## config.mk

```make
export PLATFORM = sky130hd
export DESIGN_NAME = bist_stim_compactor
export DESIGN_NICKNAME = d
export VERILOG_FILES = /design/src/rtl/bist_pkg.sv /design/src/rtl/bist_misr.sv /design/src/rtl/bist_stim_compactor.sv
export SDC_FILE = /design/constraint.sdc
export NUM_CORES = 1
export LEC_CHECK = 0
export ABC_AREA = 1
export BUFFER_PORTS_ARGS = -buffer_cell sky130_fd_sc_hd__buf_2
export CAP_MARGIN = 20
export CORE_ASPECT_RATIO = 0.8
export CORE_MARGIN = 2
export CORE_UTILIZATION = 35
export CTS_BUF_LIST = sky130_fd_sc_hd__clkbuf_4 sky130_fd_sc_hd__clkbuf_8
export CTS_CLUSTER_SIZE = 12
export DETAILED_ROUTE_END_ITERATION = 16
export RECOVER_POWER = 25
export SLEW_MARGIN = 30
export SYNTH_ARGS = -nofsm -noshare
export SYNTH_HDL_FRONTEND = slang
export SYNTH_SLANG_ARGS = --single-unit
```

## constraint.sdc

```tcl
create_clock -name clk -period 4.6 [get_ports clk]
set_input_delay 0.92 -clock clk [delete_from_list [all_inputs] [get_ports clk]]
set_output_delay 0.92 -clock clk [all_outputs]
set_load 0.02 [all_outputs]
```

## src/rtl/bist_pkg.sv

```systemverilog
// Shared constants, state encoding and LFSR step for the BIST stimulus/compactor wrapper.
// The tap masks select the feedback bits of the 12-bit LFSR and the 8-bit MISR.
package bist_pkg;

   localparam int PI_W = 12;
   localparam int PO_W = 8;

   // Feedback taps: LFSR bits 11,5,3,0 and MISR bits 7,5,4,3
   localparam logic [PI_W-1:0] LFSR_TAPS = 12'h829;
   localparam logic [PO_W-1:0] MISR_TAPS = 8'hB8;

   typedef enum logic [2:0] {
      ST_IDLE,
      ST_SEED,
      ST_APPLY,
      ST_CAPTURE,
      ST_DONE
   } state_t;

   function automatic logic [PI_W-1:0] lfsr_next(input logic [PI_W-1:0] v);
      return {v[PI_W-2:0], ^(v & LFSR_TAPS)};
   endfunction

endpackage

```

## src/rtl/bist_misr.sv

```systemverilog
// 8-bit multiple-input signature register with synchronous clear and enable.
// o_next exposes the value the register takes on an enabled edge.
module bist_misr
   import bist_pkg::*;
(
   input  logic            clk,
   input  logic            rst_n,
   input  logic            i_clr,
   input  logic            i_en,
   input  logic [PO_W-1:0] i_data,
   output logic [PO_W-1:0] o_sig,
   output logic [PO_W-1:0] o_next
);

   logic [PO_W-1:0] r_sig;
   logic [PO_W-1:0] w_next;

   assign w_next = {r_sig[PO_W-2:0], ^(r_sig & MISR_TAPS)} ^ i_data;

   always_ff @(posedge clk or negedge rst_n) begin
      if (!rst_n) begin
         r_sig <= '0;
      end else if (i_clr) begin
         r_sig <= '0;
      end else if (i_en) begin
         r_sig <= w_next;
      end
   end

   assign o_sig  = r_sig;
   assign o_next = w_next;

endmodule

```

## src/rtl/bist_stim_compactor.sv

```systemverilog
// Self-test wrapper: LFSR drives the netlist inputs, MISR compacts its outputs,
// and the final signature is compared against golden_sig on entry to DONE.
module bist_stim_compactor
   import bist_pkg::*;
#(
   parameter int unsigned PAT_CNT    = 256,
   parameter int unsigned SETTLE_CYC = 1,
   parameter logic [11:0] SEED       = 12'h001
) (
   input  logic            clk,
   input  logic            rst_n,
   input  logic            start,
   input  logic            abort,
   input  logic [PO_W-1:0] golden_sig,
   input  logic [PO_W-1:0] po_in,
   output logic [PI_W-1:0] pi_out,
   output logic            busy,
   output logic            done,
   output logic            pass,
   output logic [PO_W-1:0] signature,
   output logic [11:0]     pat_idx
);

   // An all-zero seed would lock the LFSR, so it is replaced by 1
   localparam logic [PI_W-1:0] SEED_EFF    = (SEED == 12'h000) ? 12'h001 : SEED;
   localparam logic [11:0]     PAT_LAST    = 12'(PAT_CNT);
   localparam logic [3:0]      SETTLE_LAST = 4'(SETTLE_CYC - 1);
   localparam state_t          ST_AFTER    = (SETTLE_CYC == 0) ? ST_CAPTURE : ST_APPLY;

   state_t          r_state;
   logic [PI_W-1:0] r_lfsr;
   logic [11:0]     r_pat_idx;
   logic [3:0]      r_settle;
   logic            r_busy;
   logic            r_done;
   logic            r_pass;

   logic [11:0]     w_pat_inc;
   logic            w_misr_clr;
   logic            w_misr_en;
   logic [PO_W-1:0] w_misr_sig;
   logic [PO_W-1:0] w_misr_next;

   assign w_pat_inc  = r_pat_idx + 12'd1;
   assign w_misr_clr = (r_state == ST_SEED) && !abort;
   assign w_misr_en  = (r_state == ST_CAPTURE) && !abort;

   bist_misr u_misr (
      .clk    (clk),
      .rst_n  (rst_n),
      .i_clr  (w_misr_clr),
      .i_en   (w_misr_en),
      .i_data (po_in),
      .o_sig  (w_misr_sig),
      .o_next (w_misr_next)
   );

   always_ff @(posedge clk or negedge rst_n) begin
      if (!rst_n) begin
         r_state   <= ST_IDLE;
         r_lfsr    <= '0;
         r_pat_idx <= '0;
         r_settle  <= '0;
         r_busy    <= 1'b0;
         r_done    <= 1'b0;
         r_pass    <= 1'b0;
      end else if (abort) begin
         // Pattern state is kept for inspection; only control returns to idle
         r_state <= ST_IDLE;
         r_busy  <= 1'b0;
         r_done  <= 1'b0;
         r_pass  <= 1'b0;
      end else begin
         case (r_state)
            ST_IDLE: begin
               if (start) begin
                  r_state <= ST_SEED;
                  r_busy  <= 1'b1;
               end
            end
            ST_SEED: begin
               r_lfsr    <= SEED_EFF;
               r_pat_idx <= '0;
               r_settle  <= '0;
               r_state   <= ST_AFTER;
            end
            ST_APPLY: begin
               if (r_settle == SETTLE_LAST) begin
                  r_state <= ST_CAPTURE;
               end else begin
                  r_settle <= r_settle + 4'd1;
               end
            end
            ST_CAPTURE: begin
               r_lfsr    <= lfsr_next(r_lfsr);
               r_pat_idx <= w_pat_inc;
               r_settle  <= '0;
               if (w_pat_inc == PAT_LAST) begin
                  r_state <= ST_DONE;
                  r_busy  <= 1'b0;
                  r_done  <= 1'b1;
                  r_pass  <= (w_misr_next == golden_sig);
               end else begin
                  r_state <= ST_AFTER;
               end
            end
            ST_DONE: begin
               if (start) begin
                  r_state <= ST_SEED;
                  r_busy  <= 1'b1;
                  r_done  <= 1'b0;
                  r_pass  <= 1'b0;
               end
            end
            default: begin
               r_state <= ST_IDLE;
               r_busy  <= 1'b0;
            end
         endcase
      end
   end

   assign pi_out    = r_lfsr;
   assign busy      = r_busy;
   assign done      = r_done;
   assign pass      = r_pass;
   assign signature = w_misr_sig;
   assign pat_idx   = r_pat_idx;

endmodule

```

### After elaboration in Yosys (flattened, before gate mapping)

Index checks and enable logic that the tools add are counted.

| storage, ports and cells | value |
|---|---|
| bits in writable memories | 0 |
| flip-flop bits (word level) | 42 |
| memories | 0 |
| bits of input ports | 20 |
| memory bits (read-only) | 0 |
| word-level logic and storage cells | 65 |
| bits in latches | 0 |

| operators by class | value |
|---|---|
| equality and inequality tests | 12 |
| shift operators | 0 |
| add/sub/neg operators | 2 |
| divide/modulo/power cells | 0 |
| bitwise logic cells | 2 |
| reduce and logical (&&, ||, !) cells | 19 |
| multiply operators | 0 |
| $lt $le $gt $ge | 0 |
| multiplexer cells | 22 |

Operators by type and width:

| operator | number |
|---|---|
| $pmux 12 s2 | 2 |
| $mux 8 | 2 |
| $add 12x1->12 const B | 1 |
| $eq 12x9->1 const B | 1 |
| $mux 3 | 4 |
| $pmux 3 s4 | 1 |
| $reduce_xor 12->1 | 1 |
| $reduce_and 3->1 | 3 |
| $eq 8x8->1 | 1 |
| $mux 1 | 8 |
| $pmux 4 s2 | 1 |
| $reduce_xor 8->1 | 1 |
| $xor 8x8->8 | 1 |
| $eq 3x2->1 const B | 2 |
| $ne 3x3->1 const B | 2 |
| $reduce_bool 2->1 | 3 |
| $reduce_or 2->1 | 3 |
| $add 4x1->4 const B | 1 |
| $logic_not 4->1 | 1 |
| $mux 4 | 1 |
| $pmux 1 s2 | 2 |
| $reduce_and 2->1 | 2 |
| $eq 3x1->1 const B | 1 |
| $eq 3x3->1 const B | 1 |
| other kinds (10) | 11 |

### Logic depth before layout (Yosys ltp)

Gate-level depths: netlist of the first run.

| depth | value |
|---|---|
| depth in word-level cells | 6 |
| gate-level depth with buffers | 13 |

### Modules after synthesis

A second synthesis of the first run with hierarchy kept.

| unflattened totals | value |
|---|---|
| cells, all modules | 292 |
| area, all modules | 2356.0 µm² |

Modules (own cells, without submodules):

| module | area each (µm²) | cells an instance | instances | sequential area each (µm²) |
|---|---|---|---|---|
| bist_stim_compactor | 1908.1 | 236 | 1 | 850.8 |
| bist_misr | 447.9 | 56 | 1 | 200.2 |

### Worst setup path after synthesis of the first run

No wires, ideal clock.

| path | value |
|---|---|
| path kind | input to register |
| start | in abort |
| end | reg r_pat_idx[2], in the netlist pat_idx[2] |
| path slack | 2852 ps |
| data required time | 4508 ps |
| arrival time | 1656 ps |
| cell stages on the path | 6 |
| path buffers | 1 |
| cells stage by stage | nor2_4 inv_2 nor2_4 inv_1 buf_2 o31ai_2 |

| between the ends | value |
|---|---|
| word-level cells in the longest chain between the ends | 2 |

RTL lines:

| element | line | text |
|---|---|---|
| from (decl) | bist_stim_compactor.sv:13 | `input logic abort,` |
| $not 1->1 (no source line) | -- |  |
| $reduce_and 2->1 (no source line) | -- |  |
| to (signal assigned) | bist_stim_compactor.sv:96 | `r_pat_idx <= w_pat_inc;` |
| to (decl) | bist_stim_compactor.sv:32 | `logic [11:0] r_pat_idx;` |

No other way between the ends.
A chain may end at the register's enable or synchronous reset.

### Worst setup path in the final report of the first run

Same ends and word-level chain as after synthesis.

==> results of run 1 <==
## report_power, final
| part | leakage [nW] | switching, mW | internal [mW] |
|---|---|---|---|
| logic | 0.784 | 0.268 | 0.147 |
| registers | 0.572 | 0.0674 | 0.436 |
| clock network | 0.0593 | 0.126 | 0.174 |
| total | 1.42 | 0.461 | 0.757 |
## kinds of logic (layout without fill, tap and decap cells)
group / after synthesis / after routing / synth area share [%]
AO/OA/AOI/OAI: 39 / 39 / 11.1
XOR/XNOR: 19 / 19 / 7.26
adder cells (fa/ha/maj): 3 / 3 / 1.64
buffers and inverters: 48 / 104 / 8.30
flip-flops: 42 / 42 / 45.9
AND/OR/NAND/NOR: 128 / 128 / 25.8
## routing by layer
| metal | share of wire [%] | global-route usage, % | routed length, um |
|---|---|---|---|
| met5 | 0 | 0 | 0 |
| met4 | 0.67 | 4.06 | 35 |
| met3 | 6.2 | 3.96 | 324 |
| met2 | 43 | 22.9 | 2230 |
| met1 | 50 | 21.4 | 2610 |
## stage by stage
step | hold slack (ps) | cells | setup slack, ps
final | 467 | 419 | 1920
after global routing | 513 | 419 | 1530
after CTS | 474 | 419 | 1930
after detailed placement | 454 | 411 | 1620
after global placement | 457 | 411 | 1700
after floorplan | 506 | 279 | 2850
## state kept, by name, summed over array words and instances, names as in the netlist
signal and cells:
u_misr.o_sig 8, r_settle 4, busy 1, pat_idx 12, r_state 3, pi_out 12
pass 1, done 1
## worst max-delay path: stages
cell,delay (ps)
buf_2,130
nor2_4,430
inv_2,250
nor2_4,400
inv_1,440
o31ai_2,290
## cells in the final DEF (no fill, tap or decap), types with 2 or more instances in the layout
cell type,synthesis,layout
xnor2_1,7,7
xor2_1,12,12
nand2_2,2,2
nand4_1,3,3
dfrtp_1,42,42
nand3_2,3,3
nor2_2,7,7
nand3_1,19,19
nor2_1,14,14
inv_2,3,3
o22ai_1,14,14
ha_1,3,3
clkbuf_8,0,5
nor2_4,3,3
buf_2,2,53
o21ai_1,5,5
a22o_1,6,6
nand2_1,73,73
clkbuf_4,0,2
inv_1,38,38
o21ai_0,9,9
## final timing paths
kind                       cells past startpoint       start          to  slack (ps)
max                                            6       abort  pat_idx[2]        1920
min                                            2        pass        pass         470
max reg2reg                                    7  r_state[2]  pat_idx[2]        2120
min reg2reg                                    2        pass        pass         470
max in group asynchronous                      1       rst_n        pass        2050
min in group asynchronous                      1       rst_n  pat_idx[4]        1290
## area by class of cell
type,instances,area (um2)
Clock buffer,7,83.8
Clock inverter,1,30.0
Fill cell,659,3600
Inverter,42,158
Multi-Input combinational cell,189,1050
Sequential cell,42,1050
Tap cell,84,105
Timing Repair Buffer,54,269
==> impl_results.md, run 1 <==
* CP required at 4800 ps
* Total chip power at 1.22 mW
* Number of global-route vias before repair at 1881
* Min-delay worst type: register to register
* Syn Std Cell Area at 2290 um2
* Leakage at 1.42 nW
* Area contributors post-synth: dfrtp_1 (46%), nand2_1 (12%), inv_1 (6.2%), xor2_1 (4.6%), nand3_1 (4.2%)
* Share of layout cells above drive strength 1 at 24.2%
* Clock Skew at 4.62 ps
* Netlist cell types at 31
* Syn Nets at 302
* Die footprint at 7210 um2
* Kind of critical path: input port to register
* Mapped Avg Cell Area at 8.21 um2
* Final-report setup violation count at 0
* Post-CTS setup buffer count at 0
* Die width at 94.5 um
* Core ar. at 6340 um2
* Dpl cell area at 2630 um2
* Num rows at 26
* Post-synth EDFFs at 0
* Most common cell in the netlist: nand2_1
* Fin crit period at 2680 ps
* First DRT Iteration DRCs at 87
* Power Dens Cells at 444 nW/um2
* Post-CTS resize count at 0
* Largest net degree at the start of global routing at 43
* Post-Syn Instances at 279
* PortBufs at 54
* Initial antenna violation count at 0
* Nets at 357
* Final Util at 43.3%
* Hold-fix buffers at CTS at 0
* Initial core utilization at 36.1%
* Critical Path End Type: register
* First-pass GRT wire length at 8640 um
* CTS root buffer: clkbuf_8
* Clock slew at reported path FFs at 80 ps
* Startpoint Class: input port
* Clk sink count at 42
* Slew Limit Fails at 43
* Final TNS setup at 0 ps
* WL/cell at 12.4 um
* Failing checks: max-capacitance violations, max-slew violations
* Drt total wl at 5200 um
* Synth warnings at 0
* Area Overhead vs Synth at 19.9%
* Relative slew slack at -48.6%
* Final hold violation count at 0
* DR DRC count at 0
* Drt pass-1 iters at 4
* CP arrival at 2870 ps
* Tcrit/Tclk final at 58.2%
* Placer Congestion at 0.778
* TritonCTS clock tree: done
* Routed vias at 1986
* Final Instance Area at 2750 um2
* CP Max Fanout at 22
* MaxCap Viol Count at 1
* Clk_lat worst skew at 290 ps
* CTS buffer count at 5
* Via/cell ratio at 4.74
* Hpwl dp at 3840 um
* IO Count at 55
* GRT Total Usage at 15.1%
* CTS H-tree lvls at 2
* F_max at 0.374 GHz
* Die Height at 76.4 um
* RSZ-0062 raised after global routing: no
* Post-route ant nets at 0
* GRT overflow at 0
* Yosys reg bits at 42
* Ys async rst share at 100%
* Max VDD drop at 0.205 mV
* Worst slew pin tran at 2230 ps
* Yosys top cell area share at 45.9%
* Maximum buffer depth of the clock tree at 2
* Register area share after synthesis at 45.9%
* Status: complete, but fails checks
* Primary FF master, synth: dfrtp_1
* Post-synth top cells: nand2_1 (73), dfrtp_1 (42), inv_1 (38)
* Antenna Cells at 0
* Leading area contributor after synthesis: dfrtp_1
Power figures use the tool's default switching activity.
==> run 2: changes to the inputs <==
==> constraint.sdc (replaced) <==
create_clock -name clk -period 2.6 [get_ports clk]
set_input_delay 0.52 -clock clk [delete_from_list [all_inputs] [get_ports clk]]
set_output_delay 0.52 -clock clk [all_outputs]
set_load 0.02 [all_outputs]
==> impl_results.md, run 2 (synthesis gave the netlist of run 1 again) <==
* F_max at 0.563 GHz
* Fill cells at 658 (-0.15%)
* CP Max Fanout at 6 (-73%)
* CP dominant cell by count: nand2_1
* Commonest non-fill, non-tap cell in the layout: nand2_1
* Total chip power at 2.27 mW (+87%)
* Slew Limit Fails at 0 (-100%)
* Area Overhead vs Synth at 21.8%
* MaxCap Viol Count at 0 (-1)
* Number of global-route vias before repair at 1871 (-0.53%)
* PortBufs at 54 (unchanged)
* Initial core utilization at 36.1% (unchanged)
* CP arrival at 1970 ps (-900 ps)
* Core ar. at 6340 um2 (unchanged)
* Reg2reg end: pass
* Startpoint Class: register
* Max VDD drop at 0.345 mV (+69%)
* R2R depth at 12 (+5)
* Hold-fix buffers at CTS at 0 (unchanged)
* Clk sink count at 42 (unchanged)
* Reg power frac at 39.1% (-2.2 points)
* Min-delay worst type: input port to asynchronous set/reset pin
* CP required at 2800 ps (-2000 ps)
* Hpwl dp at 3940 um (+2.6%)
* Worst path bufs/invs at 0 (-3)
* Fin crit period at 1780 ps
* TritonCTS clock tree: done
* Maximum buffer depth of the clock tree at 2 (unchanged)
* Drt total wl at 5380 um (+3.5%)
* Cell family with most CP delay: simple AND/OR/NAND/NOR gates
* Reg2reg setup slack at 820 ps (-1300 ps)
* Worst slew pin tran at 1000 ps (-1230 ps)
* CTS buffer count at 5 (unchanged)
* Post-route ant nets at 0 (unchanged)
* Routed vias at 1980 (-0.30%)
* Final TNS setup at 0 ps (unchanged)
* Cell-internal power at 1.42 mW (+88%)
* RSZ-0062 raised after global routing: no
* Largest net degree at the start of global routing at 25 (-42%)
* Tcrit/Tclk final at 68.3%
* First-pass GRT wire length at 8910 um (+3.1%)
* Most frequent cells in the layout: nand2_1 (73), buf_2 (53), dfrtp_1 (42)
* Die Height at 76.4 um (unchanged)
* Power Dens Cells at 814 nW/um2 (+84%)
* Post-CTS setup buffer count at 0 (unchanged)
* Worst setup margin at 824 ps (-1100 ps)
* First DRT Iteration DRCs at 76 (-13%)
* Register area at 1050 um2 (unchanged)
* WL/cell at 12.8 um (+2.8%)
* Relative slew slack at 33.1% (+82 points)
* Sw frac at 37.5% (-0.38 points)
* Switch Pwr at 851 uW (+85%)
* Clock slew at reported path FFs at 90 ps (about the same)
* Clock power frac at 28.1% (+3.5 points)
* Placer Congestion at 0.812 (+4.3%)
* Nets at 360 (+0.84%)
* IO Count at 55 (unchanged)
* Final-report setup violation count at 0 (unchanged)
* Post-Place Worst Slack at 811 ps (-813 ps)
* GRT overflow at 0 (unchanged)
* Status: completed
* Leakage at 1.44 nW (+1.7%)
* Crit Reg-Reg Startpoint: pat_idx[1]
* Clk_lat worst skew at 310 ps (+20 ps)
* Crit-path cells: ha_1 -> nand3_1 -> nor2_2 -> nand3_1 -> nand2_1 -> nand2_1 -> nor2_2 -> nand2_2 -> nand2_4 -> nand3_2 -> nand2_1 -> nand2_1
* CTS H-tree lvls at 2 (unchanged)
* Die width at 94.5 um (unchanged)
* Critical path's slowest cell: dfrtp_1
* Dpl cell area at 2660 um2 (+0.86%)
* Comb pwr share at 32.8% (-1.3 points)
* Critical Path End Type: register
* Antenna Cells at 0 (unchanged)
* Via/cell ratio at 4.69 (-1.0%)
* Drt pass-1 iters at 4 (unchanged)
* Initial antenna violation count at 0 (unchanged)
* Hold WS at 356 ps (-111 ps)
* Kind of critical path: register to register
* Clock Skew at 10.8 ps (+6.16 ps)
* Share of layout cells above drive strength 1 at 24.9% (+0.67 points)
* CTS root buffer: clkbuf_8
* GRT Total Usage at 15.7% (+0.58 points)
* Num rows at 26 (unchanged)
* Post-CTS resize count at 0 (unchanged)
* Die footprint at 7210 um2 (unchanged)
* Final Instance Area at 2790 um2 (+1.6%)
* Worst path max stage delay at 460 ps (+20 ps)
* DR DRC count at 0 (unchanged)
* Final hold violation count at 0 (unchanged)
* Area of the multi-input gates at 1050 um2 (unchanged)
-- run 2: cell types whose count changed in the layout (fill, tap and decap cells not counted), sizes merged --
cell | before | now
buf | 53 | 55
bufinv | 1 | 2
clkbuf | 8 | 7
clkinv | 1 | 2
-- run 2: worst reg2reg max path, delay by kind of cell, from the launching register on --
family / cells / cell delay, ps
adders and majority gates: 1 / 240
DFF: 1 / 460
and+or+nand+nor: 11 / 970
-- run 2: stage by stage --
step / util (%) / std cells
floorplan: - / 279
global placement: 41.9 / 414
detailed placement: 41.9 / 414
CTS: 44.0 / 422
global route: 44.0 / 422
finish: 44.0 / 422
-- run 2: worst max path at each step --
| stage | from | endpoint | slack, ps | cells past startpoint |
|---|---|---|---|---|
| after CTS | pat_idx[1] | pass | 810 | 12 |
| after detailed placement | abort | pi_out[4] | 810 | 6 |
| after global placement | pat_idx[1] | done | 830 | 12 |
| after global routing | pat_idx[1] | pass | 560 | 12 |
| after floorplan | pat_idx[1] | done | 910 | 12 |
| final | pat_idx[1] | pass | 820 | 12 |
-- run 2: cell type report --
| type | count | area share (%) |
|---|---|---|
| sequential | 42 | 37.7 |
| multi-input combinational | 189 | 37.6 |
| timing repair buffer | 57 | 10.4 |
| inverter | 42 | 5.65 |
| tap | 84 | 3.77 |
| clock buffer | 5 | 2.47 |
| clock inverter | 3 | 2.47 |
-- run 2: routing by layer --
layer  global-route usage, %  up-vias  routed length, um
li1                        -     1012                  -
met1                    23.0      919               2730
met2                    23.0       41               2300
met3                    3.46        8                276
met4                    5.07        0                 74
met5                       0        -                  0
-- run 2: power by group through the flow --
stage          registers [mW]  clock network [mW]  logic (mW)
3_5_place_dp            0.899                   0       0.749
4_1_cts                 0.887               0.646       0.755
3_3_place_gp            0.901                   0       0.740
6_report                0.888               0.638       0.746
5_1_grt                 0.904               0.667       0.853
2_1_floorplan           0.979                   0       0.438
==> run 3: changes to the inputs <==
==> constraint.sdc (replaced) <==
create_clock -name clk -period 1.54 [get_ports clk]
set_input_delay 0.308 -clock clk [delete_from_list [all_inputs] [get_ports clk]]
set_output_delay 0.308 -clock clk [all_outputs]
set_load 0.02 [all_outputs]
==> impl_results.md, run 3 (synthesis gave the netlist of run 1 again) <==
* Status: complete, but fails checks
* Failing checks: negative setup slack
* PortBufs at 54 (unchanged)
* CTS root buffer: clkbuf_8
* CP required at 1730 ps (-1070 ps)
* First-pass GRT wire length at 9230 um (+3.6%)
* Number of global-route vias before repair at 1964 (+5.0%)
* CP Max Fanout at 5 (-1)
* Power Dens Cells at 1280 nW/um2 (+57%)
* Post-route insts no fill at 442 (+4.7%)
* GRT overflow at 0 (unchanged)
* Commonest non-fill, non-tap cell in the layout: nand2_1
* Hpwl dp at 4170 um (+5.6%)
* Initial core utilization at 36.1% (unchanged)
* Num rows at 26 (unchanged)
* Core ar. at 6340 um2 (unchanged)
* Drt pass-1 iters at 4 (unchanged)
* Leakage at 1.54 nW (+6.8%)
* Via/cell ratio at 4.69 (about the same)
* Slew Limit Fails at 0 (unchanged)
* Critical Path End Type: register
* Share of layout cells above drive strength 1 at 33.2% (+8.4 points)
* Die width at 94.5 um (unchanged)
* CTS buffer count at 5 (unchanged)
* Clk_lat worst skew at 290 ps (-20 ps)
* Relative slew slack at 60.5% (+27 points)
* Kind of critical path: register to register
* Final hold violation count at 0 (unchanged)
* Largest net degree at the start of global routing at 22 (-12%)
* Worst slew pin tran at 592 ps (-412 ps)
* Antenna Cells at 0 (unchanged)
* WL/cell at 12.4 um (-3.1%)
* Placed insts at 429 (+3.6%)
* TritonCTS clock tree: done
* First DRT Iteration DRCs at 83 (+9.2%)
* DR DRC count at 0 (unchanged)
* CP arrival at 1760 ps (-210 ps)
* F_max at 0.636 GHz (+13%)
* Hold WS at 268 ps (-88.0 ps)
* Initial antenna violation count at 0 (unchanged)
* Worst setup margin at -33.2 ps (-857 ps)
* Startpoint Class: register
* Placer Congestion at 0.834 (+2.7%)
* Clock slew at reported path FFs at 90 ps (about the same)
* Min-delay worst type: input port to register
* Max VDD drop at 0.713 mV (+110%)
* Final-report setup violation count at 3 (+3)
* CP dominant cell by count: nand2_1
* Routed vias at 2074 (+4.7%)
* Worst path max stage delay at 460 ps (about the same)
* IO Count at 55 (unchanged)
* Clock Skew at 5.37 ps (-5.41 ps)
* Crit-path cells: ha_4 -> nand2_4 -> nor2_4 -> nand2_1 -> nand2_1 -> nor2_1 -> nand2_1 -> nor2_2 -> nand2_2 -> nand2_4 -> nand3_4 -> nand2_2 -> nand2_1
* Post-route ant nets at 0 (unchanged)
* Final Util at 47.0% (+3.0 points)
* MaxCap Viol Count at 0 (unchanged)
* Drt total wl at 5460 um (+1.5%)
* Tcrit/Tclk final at 102% (+34 points)
* Critical path's slowest cell: dfrtp_2
* Most frequent cells in the layout: nand2_1 (69), buf_2 (54), inv_1 (37)
* GRT Total Usage at 15.7% (-0.025 points)
* Fin crit period at 1570 ps (-203 ps)
* CTS H-tree lvls at 2 (unchanged)
* Nets at 380 (+5.6%)
* RSZ-0062 raised after global routing: yes
* Clk sink count at 42 (unchanged)
* Die footprint at 7210 um2 (unchanged)
* Post-Place Worst Slack at -25.1 ps (-836 ps)
* Total chip power at 3.81 mW (+68%)
* Area Overhead vs Synth at 30.2%
* Maximum buffer depth of the clock tree at 2 (unchanged)
* Die Height at 76.4 um (unchanged)
## run 3: metrics by stage
| stage | area [um2] | TNS [ps] |
|---|---|---|
| 2_1_floorplan | 2320 | 0 |
| 3_3_place_gp | 2800 | 0 |
| 3_5_place_dp | 2800 | -63.1 |
| 4_1_cts | 2950 | -63.3 |
| 5_1_grt | 2980 | -574 |
| 6_report | 2980 | -93.6 |
## run 3: repair_timing
action,in CTS,in global routing
resized for setup,4,8
endpoints found under the setup margin,3,7
hold buffers,1,0
endpoints found under the hold margin,10,0
pin swaps,3,3
setup buffers,2,2
## run 3: metal layers
layer / global-route usage, % / routed length [um]
met1: 22.8 / 2660
met2: 24.8 / 2560
met3: 3.07 / 232
met4: 2.17 / 10
met5: 0 / 0
## run 3: path summary, 6_finish.rpt
path                       startpoint          to  slack, ps  depth (start not counted)
setup / recovery           pat_idx[1]        done        -30                         13
min in group asynchronous       rst_n   pi_out[9]        520                          2
setup reg to reg           pat_idx[1]        done        -30                         13
hold / removal                  abort  r_state[0]        270                          2
max in group asynchronous       rst_n  pat_idx[2]        230                          3
hold reg to reg                  done        done        500                          2
## run 3: worst max-delay path: cells and delay by family, from the launching register on
kind / cells / cell delay [ps]
AND/OR/NAND/NOR: 12 / 820
flip-flops: 1 / 460
adder cells (fa/ha/maj): 1 / 190
## run 3: area by class of cell
cell class / count / area, um2
Clock buffer: 5 / 68.8
Clock inverter: 3 / 43.8
Fill cell: 642 / 3360
Inverter: 42 / 158
Multi-Input combinational cell: 189 / 1110
Sequential cell: 42 / 1060
Tap cell: 84 / 105
Timing Repair Buffer: 77 / 442
## run 3: report_power, final
part           leakage [nW]  total [mW]  switching (mW)  internal, mW
sequential            0.562        1.49           0.183          1.31
combinational         0.917        1.43           0.858         0.575
clock                0.0585       0.890           0.404         0.486
total                  1.54        3.81            1.44          2.37
